File: src/rtl/alu_seq.sv
// Command sequencer wrapped around the external 32-bit slice ALU.
// Runs single ALU operations or a 32x32->64 unsigned shift-add multiply through the ALU adder.
module alu_seq #(
    parameter logic [2:0]  ADD_OP    = 3'b000,
    parameter int unsigned EXEC_WAIT = 0
) (
    input  logic        CLK,
    input  logic        N_RST,
    input  logic        IN_VALID,
    output logic        IN_READY,
    input  logic        IN_CMD,
    input  logic [2:0]  IN_OP,
    input  logic [31:0] IN_A,
    input  logic [31:0] IN_B,
    input  logic        IN_C_IN,
    output logic        OUT_VALID,
    input  logic        OUT_READY,
    output logic [31:0] OUT_LO,
    output logic [31:0] OUT_HI,
    output logic        OUT_Z,
    output logic        OUT_C,
    output logic        OUT_N,
    output logic [31:0] ALU_A,
    output logic [31:0] ALU_B,
    output logic [2:0]  ALU_OP,
    output logic        ALU_C_IN,
    input  logic [31:0] ALU_OUT,
    input  logic        ALU_Z,
    input  logic        ALU_C,
    input  logic        ALU_N
);

    typedef enum logic [2:0] {IDLE, EXEC, MUL_ADD, MUL_SHIFT, RESP} state_t;

    // The first evaluation after accept spends one extra edge loading the ALU registers.
    localparam logic [3:0] WAIT_RELOAD = 4'(EXEC_WAIT);
    localparam logic [3:0] WAIT_FIRST  = 4'(EXEC_WAIT + 1);

    state_t      state_q, state_d;
    logic        in_ready_q, in_ready_d;
    logic        out_valid_q, out_valid_d;
    logic [2:0]  op_q, op_d;
    logic        c_in_q, c_in_d;
    logic [31:0] a_q, a_d;
    logic [31:0] p_q, p_d;
    logic [31:0] q_q, q_d;
    logic [32:0] sum_q, sum_d;
    logic [4:0]  step_q, step_d;
    logic [3:0]  wait_q, wait_d;
    logic [31:0] alu_a_q, alu_a_d;
    logic [31:0] alu_b_q, alu_b_d;
    logic [2:0]  alu_op_q, alu_op_d;
    logic        alu_c_in_q, alu_c_in_d;
    logic [31:0] out_lo_q, out_lo_d;
    logic [31:0] out_hi_q, out_hi_d;
    logic        out_z_q, out_z_d;
    logic        out_c_q, out_c_d;
    logic        out_n_q, out_n_d;

    always_comb begin
        state_d    = state_q;
        op_d       = op_q;
        c_in_d     = c_in_q;
        a_d        = a_q;
        p_d        = p_q;
        q_d        = q_q;
        sum_d      = sum_q;
        step_d     = step_q;
        wait_d     = wait_q;
        alu_a_d    = alu_a_q;
        alu_b_d    = alu_b_q;
        alu_op_d   = alu_op_q;
        alu_c_in_d = alu_c_in_q;
        out_lo_d   = out_lo_q;
        out_hi_d   = out_hi_q;
        out_z_d    = out_z_q;
        out_c_d    = out_c_q;
        out_n_d    = out_n_q;

        case (state_q)
            IDLE: begin
                if (IN_VALID && in_ready_q) begin
                    // a_q doubles as the multiplicand, q_q as operand B / multiplier
                    op_d    = IN_OP;
                    c_in_d  = IN_C_IN;
                    a_d     = IN_A;
                    q_d     = IN_B;
                    p_d     = '0;
                    step_d  = '0;
                    wait_d  = WAIT_FIRST;
                    state_d = IN_CMD ? MUL_ADD : EXEC;
                end
            end
            EXEC: begin
                alu_a_d    = a_q;
                alu_b_d    = q_q;
                alu_op_d   = op_q;
                alu_c_in_d = c_in_q;
                if (wait_q == '0) begin
                    out_lo_d = ALU_OUT;
                    out_hi_d = '0;
                    out_z_d  = ALU_Z;
                    out_c_d  = ALU_C;
                    out_n_d  = ALU_N;
                    state_d  = RESP;
                end else begin
                    wait_d = wait_q - 4'd1;
                end
            end
            MUL_ADD: begin
                alu_a_d    = p_q;
                alu_b_d    = a_q;
                alu_op_d   = ADD_OP;
                alu_c_in_d = 1'b0;
                if (wait_q == '0) begin
                    sum_d   = q_q[0] ? {ALU_C, ALU_OUT} : {1'b0, p_q};
                    state_d = MUL_SHIFT;
                end else begin
                    wait_d = wait_q - 4'd1;
                end
            end
            MUL_SHIFT: begin
                {p_d, q_d} = {sum_q, q_q[31:1]};
                step_d     = step_q + 5'd1;
                if (step_q == 5'd31) begin
                    out_hi_d = p_d;
                    out_lo_d = q_d;
                    out_z_d  = ({p_d, q_d} == 64'd0);
                    out_n_d  = p_d[31];
                    out_c_d  = 1'b0;
                    state_d  = RESP;
                end else begin
                    // Present the new partial product now so a zero-wait add sees it.
                    alu_a_d = p_d;
                    wait_d  = WAIT_RELOAD;
                    state_d = MUL_ADD;
                end
            end
            RESP: begin
                if (OUT_READY) begin
                    state_d = IDLE;
                end
            end
            default: state_d = IDLE;
        endcase

        in_ready_d  = (state_d == IDLE);
        out_valid_d = (state_d == RESP);
    end

    always_ff @(posedge CLK or negedge N_RST) begin
        if (!N_RST) begin
            state_q     <= IDLE;
            in_ready_q  <= 1'b0;
            out_valid_q <= 1'b0;
            op_q        <= '0;
            c_in_q      <= 1'b0;
            a_q         <= '0;
            p_q         <= '0;
            q_q         <= '0;
            sum_q       <= '0;
            step_q      <= '0;
            wait_q      <= '0;
            alu_a_q     <= '0;
            alu_b_q     <= '0;
            alu_op_q    <= '0;
            alu_c_in_q  <= 1'b0;
            out_lo_q    <= '0;
            out_hi_q    <= '0;
            out_z_q     <= 1'b0;
            out_c_q     <= 1'b0;
            out_n_q     <= 1'b0;
        end else begin
            state_q     <= state_d;
            in_ready_q  <= in_ready_d;
            out_valid_q <= out_valid_d;
            op_q        <= op_d;
            c_in_q      <= c_in_d;
            a_q         <= a_d;
            p_q         <= p_d;
            q_q         <= q_d;
            sum_q       <= sum_d;
            step_q      <= step_d;
            wait_q      <= wait_d;
            alu_a_q     <= alu_a_d;
            alu_b_q     <= alu_b_d;
            alu_op_q    <= alu_op_d;
            alu_c_in_q  <= alu_c_in_d;
            out_lo_q    <= out_lo_d;
            out_hi_q    <= out_hi_d;
            out_z_q     <= out_z_d;
            out_c_q     <= out_c_d;
            out_n_q     <= out_n_d;
        end
    end

    assign IN_READY  = in_ready_q;
    assign OUT_VALID = out_valid_q;
    assign OUT_LO    = out_lo_q;
    assign OUT_HI    = out_hi_q;
    assign OUT_Z     = out_z_q;
    assign OUT_C     = out_c_q;
    assign OUT_N     = out_n_q;
    assign ALU_A     = alu_a_q;
    assign ALU_B     = alu_b_q;
    assign ALU_OP    = alu_op_q;
    assign ALU_C_IN  = alu_c_in_q;

endmodule

File: config.mk
export PLATFORM = sky130hd
export DESIGN_NAME = alu_seq
export DESIGN_NICKNAME = d
export VERILOG_FILES = /design/src/rtl/alu_seq.sv
export SDC_FILE = /design/constraint.sdc
export NUM_CORES = 1
export LEC_CHECK = 0
export CAP_MARGIN = 10
export CELL_PAD_IN_SITES_DETAIL_PLACEMENT = 1
export CELL_PAD_IN_SITES_GLOBAL_PLACEMENT = 1
export CORE_UTILIZATION = 40
export DETAILED_ROUTE_END_ITERATION = 8
export PLACE_DENSITY = 0.77
export SYNTH_ARGS = -nofsm -noshare
export SYNTH_HDL_FRONTEND = slang
export SYNTH_SLANG_ARGS = --single-unit
File: constraint.sdc
create_clock -name CLK -period 2.6 [get_ports CLK]
set_input_delay 0.65 -clock CLK [delete_from_list [all_inputs] [get_ports CLK]]
set_output_delay 0.65 -clock CLK [all_outputs]
set_load 0.01 [all_outputs]
==> results of run 1 <==
==> registers in the layout (all words and copies together) (netlist names), 5 cells and up <==
name,count
sum_q,33
OUT_LO,32
a_q,32
q_q,32
step_q,5
ALU_B,32
ALU_A,32
p_q,32
OUT_HI,32
==> final cells by class <==
class / instances / share of cell area [%]
Tap cell: 396 / 2.99
Multi-Input combinational cell: 864 / 30.3
Antenna cell: 1 / 0.0151
Sequential cell: 282 / 42.7
Clock buffer: 47 / 5.99
Timing Repair Buffer: 275 / 17.5
Clock inverter: 7 / 0.408
Inverter: 6 / 0.136
==> stage by stage <==
step                      utilization [%]  cell area [µm²]  power [mW]  instances
after detailed placement             50.6            15500        17.5       1823
after global placement               50.6            15500        17.1       1823
after global routing                 54.1            16500        23.4       1877
after CTS                            54.1            16500        22.2       1877
after floorplan                         -            12400        12.7       1234
final                                54.1            16500        22.0       1878
==> placed cells by master, fill, tap and decap left out, types with 6 or more instances in the layout <==
master / count
a21o_1: 33
mux2_2: 36
nor2_1: 39
nor4_1: 16
clkbuf_16: 35
nand2_1: 312
clkdlybuf4s50_1: 243
buf_4: 14
inv_1: 6
o21ai_1: 23
clkbuf_8: 7
buf_12: 17
o21ai_0: 153
a21oi_1: 73
dfrtp_1: 280
mux2i_1: 129
==> power groups by stage <==
stage | Sequential (mW) | Combinational [mW] | Clock (mW)
5_1_grt | 8.69 | 9.88 | 4.82
3_5_place_dp | 8.47 | 9.03 | 0
4_1_cts | 8.43 | 9.12 | 4.64
6_report | 8.45 | 9.01 | 4.58
3_3_place_gp | 8.39 | 8.69 | 0
2_1_floorplan | 8.16 | 4.59 | 0
==> synth_stat cells, types with 2 or more instances <==
| library cell | number | share of area [%] |
|---|---|---|
| clkbuf_1 | 43 | 1.3 |
| buf_4 | 5 | 0.30 |
| mux2i_1 | 129 | 10 |
| buf_1 | 2 | 0.060 |
| nand2_1 | 313 | 9.5 |
| nor4_1 | 16 | 0.81 |
| mux2_2 | 36 | 3.3 |
| o21ai_1 | 23 | 0.93 |
| dfrtp_1 | 282 | 57 |
| nor2b_1 | 7 | 0.35 |
| ha_1 | 4 | 0.40 |
| nor2_1 | 40 | 1.2 |
| a21oi_1 | 73 | 2.9 |
| nand3_1 | 5 | 0.20 |
| a21o_1 | 33 | 2.0 |
| or2_1 | 2 | 0.10 |
| xnor2_1 | 2 | 0.14 |
| buf_2 | 29 | 1.2 |
| o31ai_1 | 2 | 0.12 |
| buf_6 | 3 | 0.27 |
| inv_1 | 6 | 0.18 |
| nand4_1 | 5 | 0.25 |
| o21ai_0 | 153 | 6.2 |
| nor3_1 | 3 | 0.12 |
==> cell families (layout without fill, tap and decap cells) <==
group | after synthesis | in the layout | share of synthesized area [%]
xor+xnor | 2 | 2 | 0.141
other cells | 0 | 1 | 0
simple gates | 400 | 400 | 13.0
fa+ha+maj | 4 | 4 | 0.403
mux | 165 | 165 | 13.6
flops | 282 | 282 | 56.8
buf+inv | 88 | 335 | 3.28
compound gates | 293 | 293 | 12.7
==> final timing paths <==
kind | startpoint | end | slack [ps]
worst max register to register | step_q[0]$_DFFE_PN0P_ | OUT_LO[30]$_DFFE_PN0P_ | 400
worst max-delay path | step_q[0]$_DFFE_PN0P_ | OUT_LO[30]$_DFFE_PN0P_ | 400
worst min register to register | OUT_LO[14]$_DFFE_PN0P_ | OUT_LO[14]$_DFFE_PN0P_ | 480
min in group CLK | OUT_LO[14]$_DFFE_PN0P_ | OUT_LO[14]$_DFFE_PN0P_ | 480
max in group asynchronous | N_RST | OUT_HI[3]$_DFFE_PN0P_ | 1800
worst min-delay path | N_RST | ALU_A[27]$_DFFE_PN0P_ | 80
==> routing by layer <==
metal / up-vias / global-route usage (%) / part of all wire [%]
met2: 282 / 46.7 / 50
met1: 5132 / 33.8 / 42
li1: 4672 / - / -
met3: 67 / 4.94 / 5.4
met4: 4 / 8.19 / 2.9
met5: - / 0 / 0.074
==> critical path, stage by stage, from the launching register on <==
cell and delay [ps]:
dfrtp_1 420, ha_1 250, and3_1 190, ha_1 270, nand2_1 100, o21ai_1 90, nand2_4 210, buf_4 290
a21oi_1 80, a21o_1 170
==> results.txt, run 1 <==
Max frequency - 0.454 GHz
CP max FO - 23
Die width - 178 µm
Root buffer cell - clkbuf_16
Worst r2r path cells - 9
Post-synthesis cell count - 1,234
Vias in the first global route - 10,800
DR iter-0 viols - 515
Net Sw Frac - 38.8%
Worst setup SP type - register
Setup violations, final - 0
YS warnings - 0
Hold_buf cts - 0
CTS max path bufs - 3
Clock Latency Late Sink - 500 ps
Ratio of cells with drive above 1 in the final layout - 8.85%
1st-pass router iterations - 4
First-pass GRT wire length - 63,800 µm
VDD IR max - 640 µV
Clock power share - 20.8%
Row count - 64
CP Data Required Time - 2980 ps
Final slew viol count - 0
GP Congestion - 0.841
Area Growth Syn to Fin - 33.1%
H-tree levels - 2
Switching power - 8.55 mW
Seq pwr share - 38.3%
Vias/cell - 5.41
Comb pwr share - 40.9%
Pin count of the biggest net entering global routing - 68
Pwr per Cell Area - 1330 nW/µm²
Post-CTS setup buffers - 0
Crit. End Element - register
CTS Buf Count - 34
Setup TNS - 0 ps
Core area - 30,600 µm²
Final Hold Fails - 0
Hold_ws - 80.4 ps
Syn_nets - 1,346
RSZ-0062 raised after global routing - no
Ys flop type - dfrtp_1
Sequential-to-total area share from yosys stat - 56.8%
Crit Path Category - reg -> reg
# Max-Cap Violations - 0
Port buffer count - 244
Syn Area/Cell - 10.1 µm²
Area of the mapped netlist - 12,400 µm²
CTS tree - yes
Int Power - 13.5 mW
Yosys cell types - 42
NumNets Final - 1,575
Post-Route WL - 42,000 µm
Grt ovf - 0
Vias - 10,200
Per-cell routed wire length - 22.4 µm
Hpwl dp - 30,400 µm
Remaining routing DRC violations - 0
DIE HEIGHT - 178 µm
Status - complete, no violations
Tcrit/Tclk final - 84.6%
Die area - 31,800 µm²
Initial antenna violation count - 3
Post-cts sizing count - 0
Register area - 7060 µm²
Async SR Flop Fraction - 100%
Antenna Violating Nets Remaining - 0
Setup ws final - 400 ps
Worst Tran Pin Value - 730 ps
Starting density of the core - 40.6%
LEAKAGE - 7.37 nW
Overall Global Routing Usage - 26.9%
Hold Path Class - in -> async
Post-Place Setup Slack - 219 ps
Arr. time, crit path - 2580 ps
Headroom to the max-slew limit - 50.9%
Area of the multi-input gates - 5020 µm²
Fillers - 3,383
Tmin final - 2200 ps
IO Count - 245
Post-synth EDFFs - 0
CTS clock-pin slew for the worst setup and hold paths - 60 ps
FF+latch count, synth - 282
Clock Skews - 18.3 ps
Clk sinks - 282
Power figures use the tool's default switching activity.
==> inputs of run 2 (changes only) <==
--- a/config.mk
+++ b/config.mk
@@ -8,9 +8,9 @@
 export CAP_MARGIN = 10
 export CELL_PAD_IN_SITES_DETAIL_PLACEMENT = 1
 export CELL_PAD_IN_SITES_GLOBAL_PLACEMENT = 1
-export CORE_UTILIZATION = 40
+export CORE_UTILIZATION = 36
 export DETAILED_ROUTE_END_ITERATION = 8
-export PLACE_DENSITY = 0.77
+export PLACE_DENSITY = 0.73
 export SYNTH_ARGS = -nofsm -noshare
 export SYNTH_HDL_FRONTEND = slang
 export SYNTH_SLANG_ARGS = --single-unit
==> constraint.sdc (replaced) <==
create_clock -name CLK -period 2 [get_ports CLK]
set_input_delay 0.5 -clock CLK [delete_from_list [all_inputs] [get_ports CLK]]
set_output_delay 0.5 -clock CLK [all_outputs]
set_load 0.01 [all_outputs]
==> results.txt, run 2 (synthesized netlist as in run 1, its figures left out) <==
Fin area - 17,300 µm²
DIE HEIGHT - 188 µm
Vias in the first global route - 11,200
Crit Path Category - reg -> reg
Slowest stage delay, CP - 400 ps
Remaining routing DRC violations - 0
First-pass GRT wire length - 66,300 µm
Setup violations, final - 19
GP Congestion - 0.862
Antenna Violating Nets Remaining - 0
Critical-path top delay cell - or3b_4
VDD IR max - 796 µV
Worst Tran Pin Value - 670 ps
Status - finished with violations
Commonest non-fill, non-tap cells in the layout - 312 x nand2_1, 279 x dfrtp_1, 154 x clkdlybuf4s50_1
CTS max path bufs - 3
Hpwl dp - 31,900 µm
Setup ws final - -51.5 ps
NumNets Final - 1,625
Post-Route WL - 45,000 µm
Largest register FFs - 33
Worst setup SP type - register
Pwr per Cell Area - 1700 nW/µm²
Fillers - 3,686
Core area - 33,800 µm²
CTS clock-pin slew for the worst setup and hold paths - 60 ps
CTS Buf Count - 31
Grt ovf - 0
Final slew viol count - 0
Final Hold Fails - 0
Tmin final - 2050 ps
Area of the multi-input gates - 5140 µm²
Die width - 188 µm
Clock Skews - 16.3 ps
Ratio of cells with drive above 1 in the final layout - 13.6%
Arr. time, crit path - 2530 ps
# Max-Cap Violations - 0
Register area - 7060 µm²
Crit. End Element - register
Starting density of the core - 36.8%
DR iter-0 viols - 708
LEAKAGE - 8.32 nW
Clk sinks - 282
CP bufs+invs - 4
Die area - 35,300 µm²
Pin count of the biggest net entering global routing - 68
Reg with most FFs - sum_q
Max frequency - 0.487 GHz
Row count - 67
CP Data Required Time - 2480 ps
Vias/cell - 5.27
Hold_ws - 468 ps
Per-cell routed wire length - 22.6 µm
Headroom to the max-slew limit - 54.9%
Root buffer cell - clkbuf_16
H-tree levels - 1
CP delay by family, top - simple AND/OR/NAND/NOR gates
Port buffer count - 244
Vias - 10,500
Most common cell after layout, fill and taps aside - nand2_1
Clock Latency Late Sink - 560 ps
Hold Path Class - in -> async
DP Area - 15,900 µm²
Tcrit/Tclk final - 103%
CP max FO - 9
CP cell instances - inv_2, ha_4, or3b_4, buf_6, nor3_4, buf_6, buf_12, nor2_1, a21oi_1
RSZ-0062 raised after global routing - yes
CTS tree - yes
Failing checks - setup timing
Most frequent CP cell - buf_6
Initial antenna violation count - 2
1st-pass router iterations - 5
Overall Global Routing Usage - 24.4%
Area Growth Syn to Fin - 39.4%
IO Count - 245
-- run 2: cell types whose count changed in the layout (fill, tap and decap cells not counted), moves of 3 or more --
cell | previous run | this run
clkbuf_8 | 7 | 11
dlymetal6s2s_1 | 0 | 41
a21oi_1 | 73 | 64
buf_4 | 14 | 51
ha_1 | 4 | 1
dlygate4sd2_1 | 0 | 48
a21oi_2 | 1 | 9
buf_6 | 0 | 5
buf_12 | 17 | 21
clkdlybuf4s50_1 | 243 | 154
-- run 2: worst register-to-register path: cells and delay by family, from the launching register on --
family / cells / cell delay [ps]
simple gates: 3 / 680
fa+ha+maj: 1 / 150
buf+inv: 4 / 620
compound gates: 1 / 140
flops: 1 / 390
-- run 2: per-layer routing --
layer	vias to the layer above	share of wire, %	track usage, %
li1	4788	-	-
met1	5286	41	30.3
met2	308	49	41.3
met3	77	6.2	5.52
met4	0	3.8	9.35
met5	-	0	0
-- run 2: repair_timing --
| action | 4_1_cts | 5_1_grt |
|---|---|---|
| endpoints found under the hold margin | 35 | 0 |
| hold buffers | 1 | 0 |
| pin swaps | 1 | 2 |
| setup endpoints to repair | 70 | 179 |
| gates resized for setup | 51 | 85 |
| gates cloned | 0 | 6 |
| buffers inserted | 0 | 3 |
-- run 2: final timing paths --
| kind | startpoint | to | slack (ps) | cells past startpoint |
|---|---|---|---|---|
| min in group CLK | OUT_HI[14]$_DFFE_PN0P_ | OUT_HI[14]$_DFFE_PN0P_ | 480 | 2 |
| hold / removal | N_RST | ALU_A[29]$_DFFE_PN0P_ | 470 | 2 |
| hold reg to reg | OUT_HI[14]$_DFFE_PN0P_ | OUT_HI[14]$_DFFE_PN0P_ | 480 | 2 |
| setup / recovery | wait_q[0]$_DFFE_PN0P_ | sum_q[17]$_DFFE_PN0P_ | -50 | 9 |
| setup reg to reg | wait_q[0]$_DFFE_PN0P_ | sum_q[17]$_DFFE_PN0P_ | -50 | 9 |
| max in group asynchronous | N_RST | OUT_HI[10]$_DFFE_PN0P_ | 930 | 3 |
-- run 2: area by class of cell --
cell class	instances	share of cell area, %
Clock inverter	7	0.513
Inverter	6	0.130
Clock buffer	49	5.50
Timing Repair Buffer	328	20.2
Multi-Input combinational cell	864	29.6
Sequential cell	282	40.7
Tap cell	448	3.23
Antenna cell	2	0.0289
-- run 2: per-stage QoR --
stage / util [%] / total power, mW / cells / TNS, ps / setup slack [ps]
2_1_floorplan: - / 16.6 / 1234 / -18.4 / -6.23
3_3_place_gp: 47.1 / 22.9 / 1918 / -9290 / -130
3_5_place_dp: 47.1 / 23.4 / 1918 / -11510 / -158
4_1_cts: 50.1 / 29.1 / 1975 / 0 / 1.18
5_1_grt: 51.3 / 31.3 / 1984 / -2110 / -111
6_report: 51.3 / 29.5 / 1986 / -292 / -51.5
-- run 2: power by group --
part           internal (mW)  leakage [nW]  switching, mW  total [mW]
combinational           5.97          4.38           6.80        12.8
clock                   3.49         0.517           2.38        5.87
sequential              8.44          3.43           2.41        10.9
==> inputs of run 3 (changes only) <==
--- a/config.mk
+++ b/config.mk
@@ -9,7 +9,9 @@
 export CELL_PAD_IN_SITES_DETAIL_PLACEMENT = 1
 export CELL_PAD_IN_SITES_GLOBAL_PLACEMENT = 1
 export CORE_UTILIZATION = 36
+export CTS_BUF_LIST = sky130_fd_sc_hd__clkbuf_4 sky130_fd_sc_hd__clkbuf_8 sky130_fd_sc_hd__clkbuf_16
 export DETAILED_ROUTE_END_ITERATION = 8
+export MAX_ROUTING_LAYER = met4
 export PLACE_DENSITY = 0.73
 export SYNTH_ARGS = -nofsm -noshare
 export SYNTH_HDL_FRONTEND = slang
==> results.txt, run 3 (synthesized netlist as in run 1, its figures left out) <==
Worst setup SP type - register
CP max FO - 9
Status - finished with violations
Worst Tran Pin Value - 663 ps
Clock power share - 20.2%
Arr. time, crit path - 2510 ps
Clock Skews - 19.3 ps
Die width - 188 µm
Int Power - 18.0 mW
Net Sw Frac - 39.1%
Power, Total - 29.6 mW
Setup violations, final - 8
Crit. Startpoint - wait_q[0]$_DFFE_PN0P_
Hold_ws - 475 ps
Ratio of cells with drive above 1 in the final layout - 14.1%
Setup TNS - -73.7 ps
Clock Latency Late Sink - 570 ps
CP Data Required Time - 2490 ps
Crit. End Element - register
IO Count - 245
Commonest non-fill, non-tap cells in the layout - 312 x nand2_1, 279 x dfrtp_1, 156 x clkdlybuf4s50_1
Pin count of the biggest net entering global routing - 68
Switching power - 11.5 mW
Hold Path Class - in -> async
Per-cell routed wire length - 22.5 µm
Core area - 33,800 µm²
Overall Global Routing Usage - 25.2%
CTS tree - yes
Crit Path Category - reg -> reg
Remaining routing DRC violations - 0
Vias/cell - 5.26
Port buffer count - 244
Most common cell after layout, fill and taps aside - nand2_1
Root buffer cell - clkbuf_16
NumNets Final - 1,625
VDD IR max - 796 µV
DIE HEIGHT - 188 µm
CTS max path bufs - 3
1st-pass router iterations - 4
CTS clock-pin slew for the worst setup and hold paths - 60 ps
Tmin final - 2020 ps
GP Congestion - 0.876
Register area - 7060 µm²
Setup ws final - -17.3 ps
RSZ-0062 raised after global routing - yes
Max frequency - 0.496 GHz
Pwr per Cell Area - 1700 nW/µm²
Final slew viol count - 0
Fillers - 3,686
First-pass GRT wire length - 66,300 µm
Headroom to the max-slew limit - 55.4%
Worst r2r path cells - 9
Largest register FFs - 33
Area of the multi-input gates - 5140 µm²
Clk sinks - 282
Die area - 35,300 µm²
Grt ovf - 0
Post-Place Setup Slack - -158 ps
# Max-Cap Violations - 0
Vias in the first global route - 11,200
Final Hold Fails - 0
Vias - 10,500
H-tree levels - 1
DR iter-0 viols - 754
Final Util - 51.4%
Row count - 67
Failing checks - setup timing
Reg with most FFs - sum_q
Initial antenna violation count - 2
Starting density of the core - 36.8%
Antenna Violating Nets Remaining - 0
Tcrit/Tclk final - 101%
CTS Buf Count - 31
Post-Route WL - 44,700 µm
RR Startpoint - wait_q[0]$_DFFE_PN0P_
Hpwl dp - 31,900 µm
LEAKAGE - 8.33 nW
Seq pwr share - 36.6%
Comb pwr share - 43.1%
Area Growth Syn to Fin - 39.6%
run 3: per-stage QoR:
step	instance area, µm²	instances
after floorplan	12400	1234
after global placement	15900	1918
after detailed placement	15900	1918
after CTS	17000	1975
after global routing	17400	1986
final	17400	1987
run 3: power by group through the flow:
stage,Clock (mW),Sequential [mW],Combinational (mW)
5_1_grt,6.30,11.1,13.9
3_3_place_gp,0,10.7,12.2
4_1_cts,6.06,10.8,12.4
2_1_floorplan,0,10.6,5.97
6_report,5.98,10.8,12.7
3_5_place_dp,0,10.9,12.6
run 3: layer usage:
metal	GRT usage, %	wire length [µm]	part of all wire, %
met1	30.2	18300	41
met5	-	0	0
met4	9.35	1690	3.8
met3	5.33	2900	6.5
met2	41.5	21900	49
run 3: final cells by class:
cell class / count / area share [%]
timing repair buffer: 328 / 20.1
clock inverter: 7 / 0.512
antenna: 3 / 0.0433
multi-input combinational: 864 / 29.6
inverter: 6 / 0.130
clock buffer: 49 / 5.64
sequential: 282 / 40.7
tap: 448 / 3.23
run 3: repair_timing:
action | 4_1_cts | 5_1_grt
setup endpoints to repair | 70 | 177
hold buffers | 1 | 0
resized for setup | 51 | 83
pin swaps | 1 | 2
hold endpoints to repair | 35 | 0
setup buffers | 0 | 3
cloned | 0 | 6
run 3: worst paths after layout:
check	end	slack, ps
hold / removal	ALU_A[29]$_DFFE_PN0P_	480
min in group CLK	OUT_HI[14]$_DFFE_PN0P_	480
hold reg to reg	OUT_HI[14]$_DFFE_PN0P_	480
max in group asynchronous	OUT_LO[30]$_DFFE_PN0P_	930
setup reg to reg	sum_q[8]$_DFFE_PN0P_	-20
setup / recovery	sum_q[8]$_DFFE_PN0P_	-20
run 3: critical path, cell delays in order, from the launching register on:
cell	delay, ps
dfrtp_1	390
inv_2	90
ha_4	140
or3b_4	400
buf_6	140
nor3_4	230
buf_6	220
buf_12	160
nor2_1	40
a21oi_1	130
